$ cat src/rtl/uart_tx_fifo_if.sv
// Interface bundling the write side (from interface_circuit), the uart_tx
// handshake and the FIFO status lines of uart_tx_fifo.
// master: the surrounding logic that writes bytes and returns done ticks.
// slave : the FIFO itself.
interface uart_tx_fifo_if #(
    parameter int DBIT   = 8,
    parameter int FIFO_W = 2
);
    logic              i_wr;
    logic [DBIT-1:0]   i_wr_data;
    logic              i_tx_done_tick;
    logic              o_tx_start;
    logic [DBIT-1:0]   o_tx_data;
    logic              o_full;
    logic              o_empty;
    logic [FIFO_W:0]   o_count;
    logic              o_overflow;

    modport master (
        output i_wr,
        output i_wr_data,
        output i_tx_done_tick,
        input  o_tx_start,
        input  o_tx_data,
        input  o_full,
        input  o_empty,
        input  o_count,
        input  o_overflow
    );

    modport slave (
        input  i_wr,
        input  i_wr_data,
        input  i_tx_done_tick,
        output o_tx_start,
        output o_tx_data,
        output o_full,
        output o_empty,
        output o_count,
        output o_overflow
    );
endinterface

$ cat src/rtl/uart_tx_fifo.sv
// uart_tx_fifo: transmit-side byte buffer between interface_circuit and uart_tx.
// Bytes are queued on single-cycle write strobes and handed to uart_tx one at a
// time: a one-cycle tx_start pulse launches the head byte, and the byte is only
// popped once uart_tx reports tx_done_tick, so the in-flight word stays counted.
// Optional feature macro: UART_TX_FIFO_OVF_EN adds a sticky overflow flag that
// is set whenever a write is dropped because the FIFO is full. Without it the
// o_overflow port is tied to 0.
module uart_tx_fifo #(
    parameter int DBIT   = 8,
    parameter int FIFO_W = 2
) (
    input  logic            i_clk,
    input  logic            i_reset,
    uart_tx_fifo_if.slave   bus
);

    localparam int                DEPTH    = 1 << FIFO_W;
    localparam int                CNT_W    = FIFO_W + 1;
    localparam logic [CNT_W-1:0]  CNT_FULL = CNT_W'(DEPTH);

    typedef enum logic {
        IDLE = 1'b0,
        BUSY = 1'b1
    } state_t;

    state_t             state_q;
    state_t             state_d;
    logic               start_d;

    logic [DBIT-1:0]    mem [DEPTH];
    logic [FIFO_W-1:0]  wr_ptr_q;
    logic [FIFO_W-1:0]  rd_ptr_q;
    logic [CNT_W-1:0]   count_q;

    logic               tx_start_q;
    logic [DBIT-1:0]    tx_data_q;

    logic               full;
    logic               empty;
    logic               pop;
    logic               wr_ok;

    assign full  = (count_q == CNT_FULL);
    assign empty = (count_q == '0);

    // A pop only happens when the frame in flight completes; done ticks in
    // IDLE are stray and must not disturb the queue.
    assign pop   = (state_q == BUSY) && bus.i_tx_done_tick;

    // A write into a full FIFO is still accepted when the head pops on the
    // same edge, because that pop frees exactly the slot being written.
    assign wr_ok = bus.i_wr && (!full || pop);

    // Storage array: data only, no reset needed.
    always_ff @(posedge i_clk) begin
        if (wr_ok) begin
            mem[wr_ptr_q] <= bus.i_wr_data;
        end
    end

    // Read/write pointers wrap naturally modulo the depth.
    always_ff @(posedge i_clk or negedge i_reset) begin
        if (!i_reset) begin
            wr_ptr_q <= '0;
            rd_ptr_q <= '0;
        end else begin
            if (wr_ok) begin
                wr_ptr_q <= wr_ptr_q + FIFO_W'(1);
            end
            if (pop) begin
                rd_ptr_q <= rd_ptr_q + FIFO_W'(1);
            end
        end
    end

    // Occupancy counter, including the word currently on the line.
    always_ff @(posedge i_clk or negedge i_reset) begin
        if (!i_reset) begin
            count_q <= '0;
        end else begin
            unique case ({wr_ok, pop})
                2'b10:   count_q <= count_q + CNT_W'(1);
                2'b01:   count_q <= count_q - CNT_W'(1);
                default: count_q <= count_q;
            endcase
        end
    end

    // FSM state register.
    always_ff @(posedge i_clk or negedge i_reset) begin
        if (!i_reset) begin
            state_q <= IDLE;
        end else begin
            state_q <= state_d;
        end
    end

    // FSM next state: launch the head word from IDLE, wait for done in BUSY.
    always_comb begin
        state_d = state_q;
        start_d = 1'b0;
        unique case (state_q)
            IDLE: begin
                if (!empty) begin
                    state_d = BUSY;
                    start_d = 1'b1;
                end
            end
            BUSY: begin
                if (bus.i_tx_done_tick) begin
                    state_d = IDLE;
                end
            end
            default: begin
                state_d = IDLE;
            end
        endcase
    end

    // Registered uart_tx drive: start is a single-cycle pulse and the data
    // word is captured with it and held until the next launch.
    always_ff @(posedge i_clk or negedge i_reset) begin
        if (!i_reset) begin
            tx_start_q <= 1'b0;
            tx_data_q  <= '0;
        end else begin
            tx_start_q <= start_d;
            if (start_d) begin
                tx_data_q <= mem[rd_ptr_q];
            end
        end
    end

`ifdef UART_TX_FIFO_OVF_EN
    logic overflow_q;

    // Sticky drop flag: any write refused while full sets it until reset.
    always_ff @(posedge i_clk or negedge i_reset) begin
        if (!i_reset) begin
            overflow_q <= 1'b0;
        end else if (bus.i_wr && !wr_ok) begin
            overflow_q <= 1'b1;
        end
    end

    assign bus.o_overflow = overflow_q;
`else
    assign bus.o_overflow = 1'b0;
`endif

    assign bus.o_tx_start = tx_start_q;
    assign bus.o_tx_data  = tx_data_q;
    assign bus.o_full     = full;
    assign bus.o_empty    = empty;
    assign bus.o_count    = count_q;

endmodule
$ cat src/flat_wrapper.sv
// flat-port wrapper written by rule: the top's interface ports become plain ports
module uart_tx_fifo_flat 
#(
    parameter int DBIT   = 8,
    parameter int FIFO_W = 2
)
  (i_clk, i_reset, bus_i_wr, bus_i_wr_data, bus_i_tx_done_tick, bus_o_tx_start, bus_o_tx_data, bus_o_full, bus_o_empty, bus_o_count, bus_o_overflow);
  uart_tx_fifo_if #(.DBIT(DBIT), .FIFO_W(FIFO_W)) bus_i ();
  input  logic i_clk;
  input  logic i_reset;
  input wire logic [$bits(bus_i.i_wr)-1:0] bus_i_wr;
  input wire logic [$bits(bus_i.i_wr_data)-1:0] bus_i_wr_data;
  input wire logic [$bits(bus_i.i_tx_done_tick)-1:0] bus_i_tx_done_tick;
  output wire logic [$bits(bus_i.o_tx_start)-1:0] bus_o_tx_start;
  output wire logic [$bits(bus_i.o_tx_data)-1:0] bus_o_tx_data;
  output wire logic [$bits(bus_i.o_full)-1:0] bus_o_full;
  output wire logic [$bits(bus_i.o_empty)-1:0] bus_o_empty;
  output wire logic [$bits(bus_i.o_count)-1:0] bus_o_count;
  output wire logic [$bits(bus_i.o_overflow)-1:0] bus_o_overflow;
  assign bus_i.i_wr = bus_i_wr;
  assign bus_i.i_wr_data = bus_i_wr_data;
  assign bus_i.i_tx_done_tick = bus_i_tx_done_tick;
  assign bus_o_tx_start = bus_i.o_tx_start;
  assign bus_o_tx_data = bus_i.o_tx_data;
  assign bus_o_full = bus_i.o_full;
  assign bus_o_empty = bus_i.o_empty;
  assign bus_o_count = bus_i.o_count;
  assign bus_o_overflow = bus_i.o_overflow;
  uart_tx_fifo #(.DBIT(DBIT), .FIFO_W(FIFO_W)) u_core (.i_clk(i_clk), .i_reset(i_reset), .bus(bus_i));
endmodule
$ cat config.mk
export PLATFORM = sky130hd
export DESIGN_NAME = uart_tx_fifo_flat
export DESIGN_NICKNAME = d
export VERILOG_FILES = /design/src/rtl/uart_tx_fifo_if.sv /design/src/rtl/uart_tx_fifo.sv /design/src/flat_wrapper.sv
export SDC_FILE = /design/constraint.sdc
export NUM_CORES = 1
export LEC_CHECK = 0
export CAP_MARGIN = 20
export CELL_PAD_IN_SITES_DETAIL_PLACEMENT = 1
export CELL_PAD_IN_SITES_GLOBAL_PLACEMENT = 2
export CORE_MARGIN = 5
export CORE_UTILIZATION = 49
export CTS_CLUSTER_SIZE = 14
export DETAILED_ROUTE_END_ITERATION = 16
export DONT_BUFFER_PORTS = 1
export PLACE_DENSITY_LB_ADDON = 0.1
export SETUP_SLACK_MARGIN = 0.1
export SLEW_MARGIN = 20
export SYNTH_ARGS = -nofsm -noshare
export SYNTH_HDL_FRONTEND = slang
export SYNTH_SLANG_ARGS = --single-unit
$ cat constraint.sdc
create_clock -name i_clk -period 3.21 [get_ports i_clk]
set_input_delay 0.8025 -clock i_clk [delete_from_list [all_inputs] [get_ports i_clk]]
set_output_delay 0.8025 -clock i_clk [all_outputs]
set_load 0.01 [all_outputs]
# Word level (Yosys, flattened, before mapping)
# Memory sizes are Yosys's and may differ from the RTL's. A register that Yosys moved wholly into a read port is not among the register bits.
# Index checks and enable logic that the tools add are counted.
# totals
regBits,9
ramBits,32
in_bits,12
output_inout_bits,15
word_cells,28
memories,1
# memory_table
name,words,width,read_ports,rd_ports_with_merged_regs,write_ports,line,rtl
u_core.mem,4,8,1,1,1,uart_tx_fifo.sv:30,logic [DBIT-1:0] mem [DEPTH];
# classes
n_addsub,4
n_eq_ne,3
mux,7
n_bitwise,1
reduce_logical,7
# op_table
op,count
$pmux W3 S2,1
$mux W1,5
$add A2 B1 Y2 const B,2
$add A3 B1 Y3 const B,1
$eq A3 B3 Y1 const B,1
$logic_not A3 Y1,1
$sub A3 B1 Y3 const B,1
$eq A2 B1 Y1 const B,1
$eq A2 B2 Y1 const B,1
$logic_and A1 B1 Y1,2
$logic_not A1 Y1,2
$pmux W1 S2,1
$reduce_bool A2 Y1,1
$logic_or A1 B1 Y1,1
$not A1 Y1,1

# Longest topological paths before layout
# depth
depth_word,6
ltp_mapped,6
mapped_depth_nobuf,6

# Least setup slack after synthesis
# Ideal clock, no wire load.
# synth_path
path_kind,in2reg
startpoint,in bus_i_wr
endpoint,"reg u_core.count_q[1], in the netlist u_core.bus.o_count[1]"
setup_ns,0.146
arrival_ns,1.838
required_time_ns,3.064
path_slack_ns,1.226
cell_stages,6
path_buffers,0
cell_sequence,and3b_1 -> inv_1 -> fa_1 -> nand3_1 -> o211ai_1 -> o311ai_0
# synth_via
elab_chain_len,3
word_cells_on_any_way,5
classes_between,2 x eq/ne; 1 x mux; 2 x reduce/logical
# synth_rtl
item,line,rtl
from (decl),flat_wrapper.sv:11,input wire logic [$bits(bus_i.i_wr)-1:0] bus_i_wr;
$logic_and A1 B1 Y1 *,uart_tx_fifo.sv:52,assign wr_ok = bus.i_wr && (!full || pop);
$eq A2 B1 Y1 or $eq A2 B2 Y1 (tied branches),uart_tx_fifo.sv:81,"unique case ({wr_ok, pop})"
$pmux W3 S2 or $reduce_bool A2 Y1 (tied branches),--,
to (signal assigned),uart_tx_fifo.sv:82,2'b10: count_q <= count_q + CNT_W'(1);
to (signal assigned),uart_tx_fifo.sv:83,2'b01: count_q <= count_q - CNT_W'(1);
to (signal assigned),uart_tx_fifo.sv:84,default: count_q <= count_q;
to (decl),uart_tx_fifo.sv:33,logic [CNT_W-1:0] count_q;
# Mark *: on every way between the ends. The rest lies on a longest branch, timed or not.
# A chain may end at the register's enable or synchronous reset.

# Worst setup path after layout
# layout_path
startpoint,"reg u_core.count_q[0], in the netlist u_core.bus.o_count[0]"
endpoint,out bus_o_full
# layout_via
elab_chain_len,1
# layout_rtl
item,line,rtl
$eq A3 B3 Y1,uart_tx_fifo.sv:43,assign full = (count_q == CNT_FULL);
to (decl),flat_wrapper.sv:16,output wire logic [$bits(bus_i.o_full)-1:0] bus_o_full;
# Every way passes these cells.

==> run summary <==
RSZ-0062 raised after global routing -> no
Post-CTS Hold Buffers -> 0
DPL Wire Length -> 2320 um
n_diodes -> 0
Filler Cells Inserted -> 383
DRC Markers -> 0
DRT iter0 DRCs -> 96
clk sinks -> 49
outcome -> finished clean
reg2reg start -> u_core.bus.o_count[0]$_DFFE_PN0P_
vias in the first global route -> 1011
setup repair bufs after CTS -> 0
crit path time final -> 2.15 ns
#FFs+latches synth -> 49
row cnt -> 23
antenna-violating nets left -> 0
core area -> 0.00397 mm2
CTS Buffer Depth -> 2
Buffers on Ports -> 0
Avg WL per Cell -> 19.7 um
IO Pins -> 27
placed cell count -> 158
Ys Warns -> 0
largest net degree at the start of global routing -> 18
critical path data arrival time -> 1.35 ns
Hold Vio Cnt, Final -> 0
max-slew violations -> 0
slew margin rel. -> 57.2%
VDD IR max -> 0.000309 V
# setup viols final -> 0
max-cap check violation count -> 0
# resized after CTS -> 0
synth unique cells -> 30
period utilization -> 67.0%
clock transition at the registers of the reported paths -> 0.08 ns
die height -> 73.8 um
Root Driver -> clkbuf_8
die width -> 73.8 um
Synth area leader -> edfxtp_1
number of nets in the final layout -> 132
Critical Path RT -> 2.41 ns
worst r2r path cells -> 3
reg2reg end -> u_core.bus.o_tx_data[4]$_DFFE_PN0P_
largest cells by area after synthesis -> edfxtp_1 (48%), dfrtp_1 (21%), mux4_2 (9.0%)
CTS buffer count -> 5
pwr dens -> 896 mW/mm2
Max Fclk -> 0.465 GHz
ys flop type -> edfxtp_1
GPL Wtd Cong -> 0.781
via count -> 905
H-tree Lvls -> 2
GRT Total Usage -> 14.0%
post-synth net total -> 129
setup TNS -> 0 ns
Yosys top cell area share -> 48.2%
CTS tree -> built
Skew-Pair Late Insertion Delay -> 0.29 ns
Starting Density -> 50.3%
Syn-to-layout area delta -> 6.33%
cell area after synthesis -> 0.00200 mm2
Post-Synthesis Cells -> 112
reg2reg setup slack -> 1.46 ns
Pleak -> 0.774 nW
grt total ovfl -> 0
Pwr Total -> 1.90 mW
WL final -> 3270 um
worst-margin pin slew -> 0.638 ns
post-layout util -> 53.4%
fin cells -> 166
worst min path class -> input port to async pin
initial antenna violation count -> 0
Post-synth EDFFs -> 32
Vias/cell -> 5.45
ys async rst share -> 34.7%
critical path type -> flip-flop to output port
sequential area share after synthesis -> 69.5%
CP Launch Type -> flip-flop
Setup Skew -> 0.00338 ns
Synth Area per Inst -> 17.8 um2
Max FO, Critical Path -> 6
share of cells above drive strength 1 -> 25.9%
die area -> 0.00545 mm2
DR pass1 iterations -> 4
first-pass GRT wire length -> 5400 um
CP Capture Type -> output port
## Yosys cell counts (3+ instances only)
| cell | count |
|---|---|
| ha_1 | 4 |
| edfxtp_1 | 32 |
| and2_2 | 4 |
| mux4_2 | 8 |
| nand2_1 | 3 |
| xnor2_1 | 5 |
| inv_1 | 8 |
| mux2_2 | 8 |
| nand3_1 | 3 |
| dfrtp_1 | 17 |
## metal layers
| layer | global-route usage [%] | vias to the layer above | wire length, um |
|---|---|---|---|
| li1 | - | 416 | - |
| met1 | 16.8 | 464 | 1350 |
| met2 | 22.6 | 21 | 1660 |
| met3 | 6.43 | 4 | 232 |
| met4 | 4.23 | 0 | 28 |
| met5 | 0 | - | 0 |
## how the worst max path moves through the flow
| stage | startpoint | end | slack [ns] | depth (start not counted) |
|---|---|---|---|---|
| 2_1_floorplan | bus_i_wr | u_core.bus.o_count[1]$_DFFE_PN0P_ | 1.23 | 6 |
| 3_3_place_gp | bus_i_wr | u_core.bus.o_count[1]$_DFFE_PN0P_ | 1.20 | 6 |
| 3_5_place_dp | bus_i_wr | u_core.bus.o_count[1]$_DFFE_PN0P_ | 1.14 | 6 |
| 4_1_cts | u_core.bus.o_count[0]$_DFFE_PN0P_ | bus_o_empty | 1.03 | 1 |
| 5_1_grt | u_core.bus.o_count[1]$_DFFE_PN0P_ | bus_o_empty | 0.97 | 1 |
| 6_report | u_core.bus.o_count[0]$_DFFE_PN0P_ | bus_o_full | 1.06 | 2 |
## sequential cells by signal, indices dropped and copies added, names as in the netlist
name,count
u_core.bus.o_count,3
u_core.state_q,1
u_core.bus.o_tx_data,8
u_core.rd_ptr_q,2
u_core.wr_ptr_q,2
u_core.mem,32
u_core.bus.o_tx_start,1
## placed cells by master, fill, tap and decap left out, drive strengths merged
| master | count |
|---|---|
| nor3 | 1 |
| nand3 | 3 |
| conb | 1 |
| nor2 | 2 |
| nor2b | 1 |
| a22oi | 1 |
| o211ai | 1 |
| a21oi | 1 |
| edfxtp | 32 |
| dfrtp | 17 |
| ha | 4 |
| or3b | 1 |
| mux4 | 8 |
| fa | 1 |
| xnor2 | 5 |
| nand2 | 3 |
| mux2 | 9 |
| and3b | 1 |
| a32oi | 1 |
| inv | 8 |
| clkbuf | 7 |
| and2 | 5 |
| o311ai | 1 |
| o21a | 1 |
| clkinvlp | 1 |
## power by group
| group | total, mW | switching [mW] | internal, mW |
|---|---|---|---|
| combinational | 0.488 | 0.206 | 0.281 |
| sequential | 1.07 | 0.198 | 0.871 |
| clock | 0.343 | 0.189 | 0.154 |
| total | 1.90 | 0.593 | 1.31 |
## through the flow
stage,setup slack (ns),cell area (um2),hold WS (ns)
floorplan,1.23,2000,0.507
global placement,1.20,2040,0.507
detailed placement,1.14,2040,0.507
CTS,1.03,2120,0.180
global route,0.974,2120,0.162
finish,1.06,2120,0.193
## worst max-delay path, stage by stage, from the launching register on
cell	delay, ns
dfrtp_1	0.48
or3b_4	0.47
inv_1	0.12
## cells by family after synthesis
kind of cell | count (synthesis) | share of synthesized area [%]
other cells | 1 | 0.188
xor+xnor | 5 | 2.19
flops | 49 | 69.5
mux | 17 | 14.3
simple gates | 17 | 5.20
compound gates | 6 | 2.63
fa+ha+maj | 5 | 3.51
buf+inv | 12 | 2.51
## cell type report
type,instances,area (um2),area share (%)
Inverter,8,30.0,1.42
Multi-Input combinational cell,51,559,26.4
Clock inverter,1,7.51,0.354
Sequential cell,49,1390,65.3
Clock buffer,7,76.3,3.60
Tap cell,50,62.6,2.95
Power figures use the tool's default switching activity.
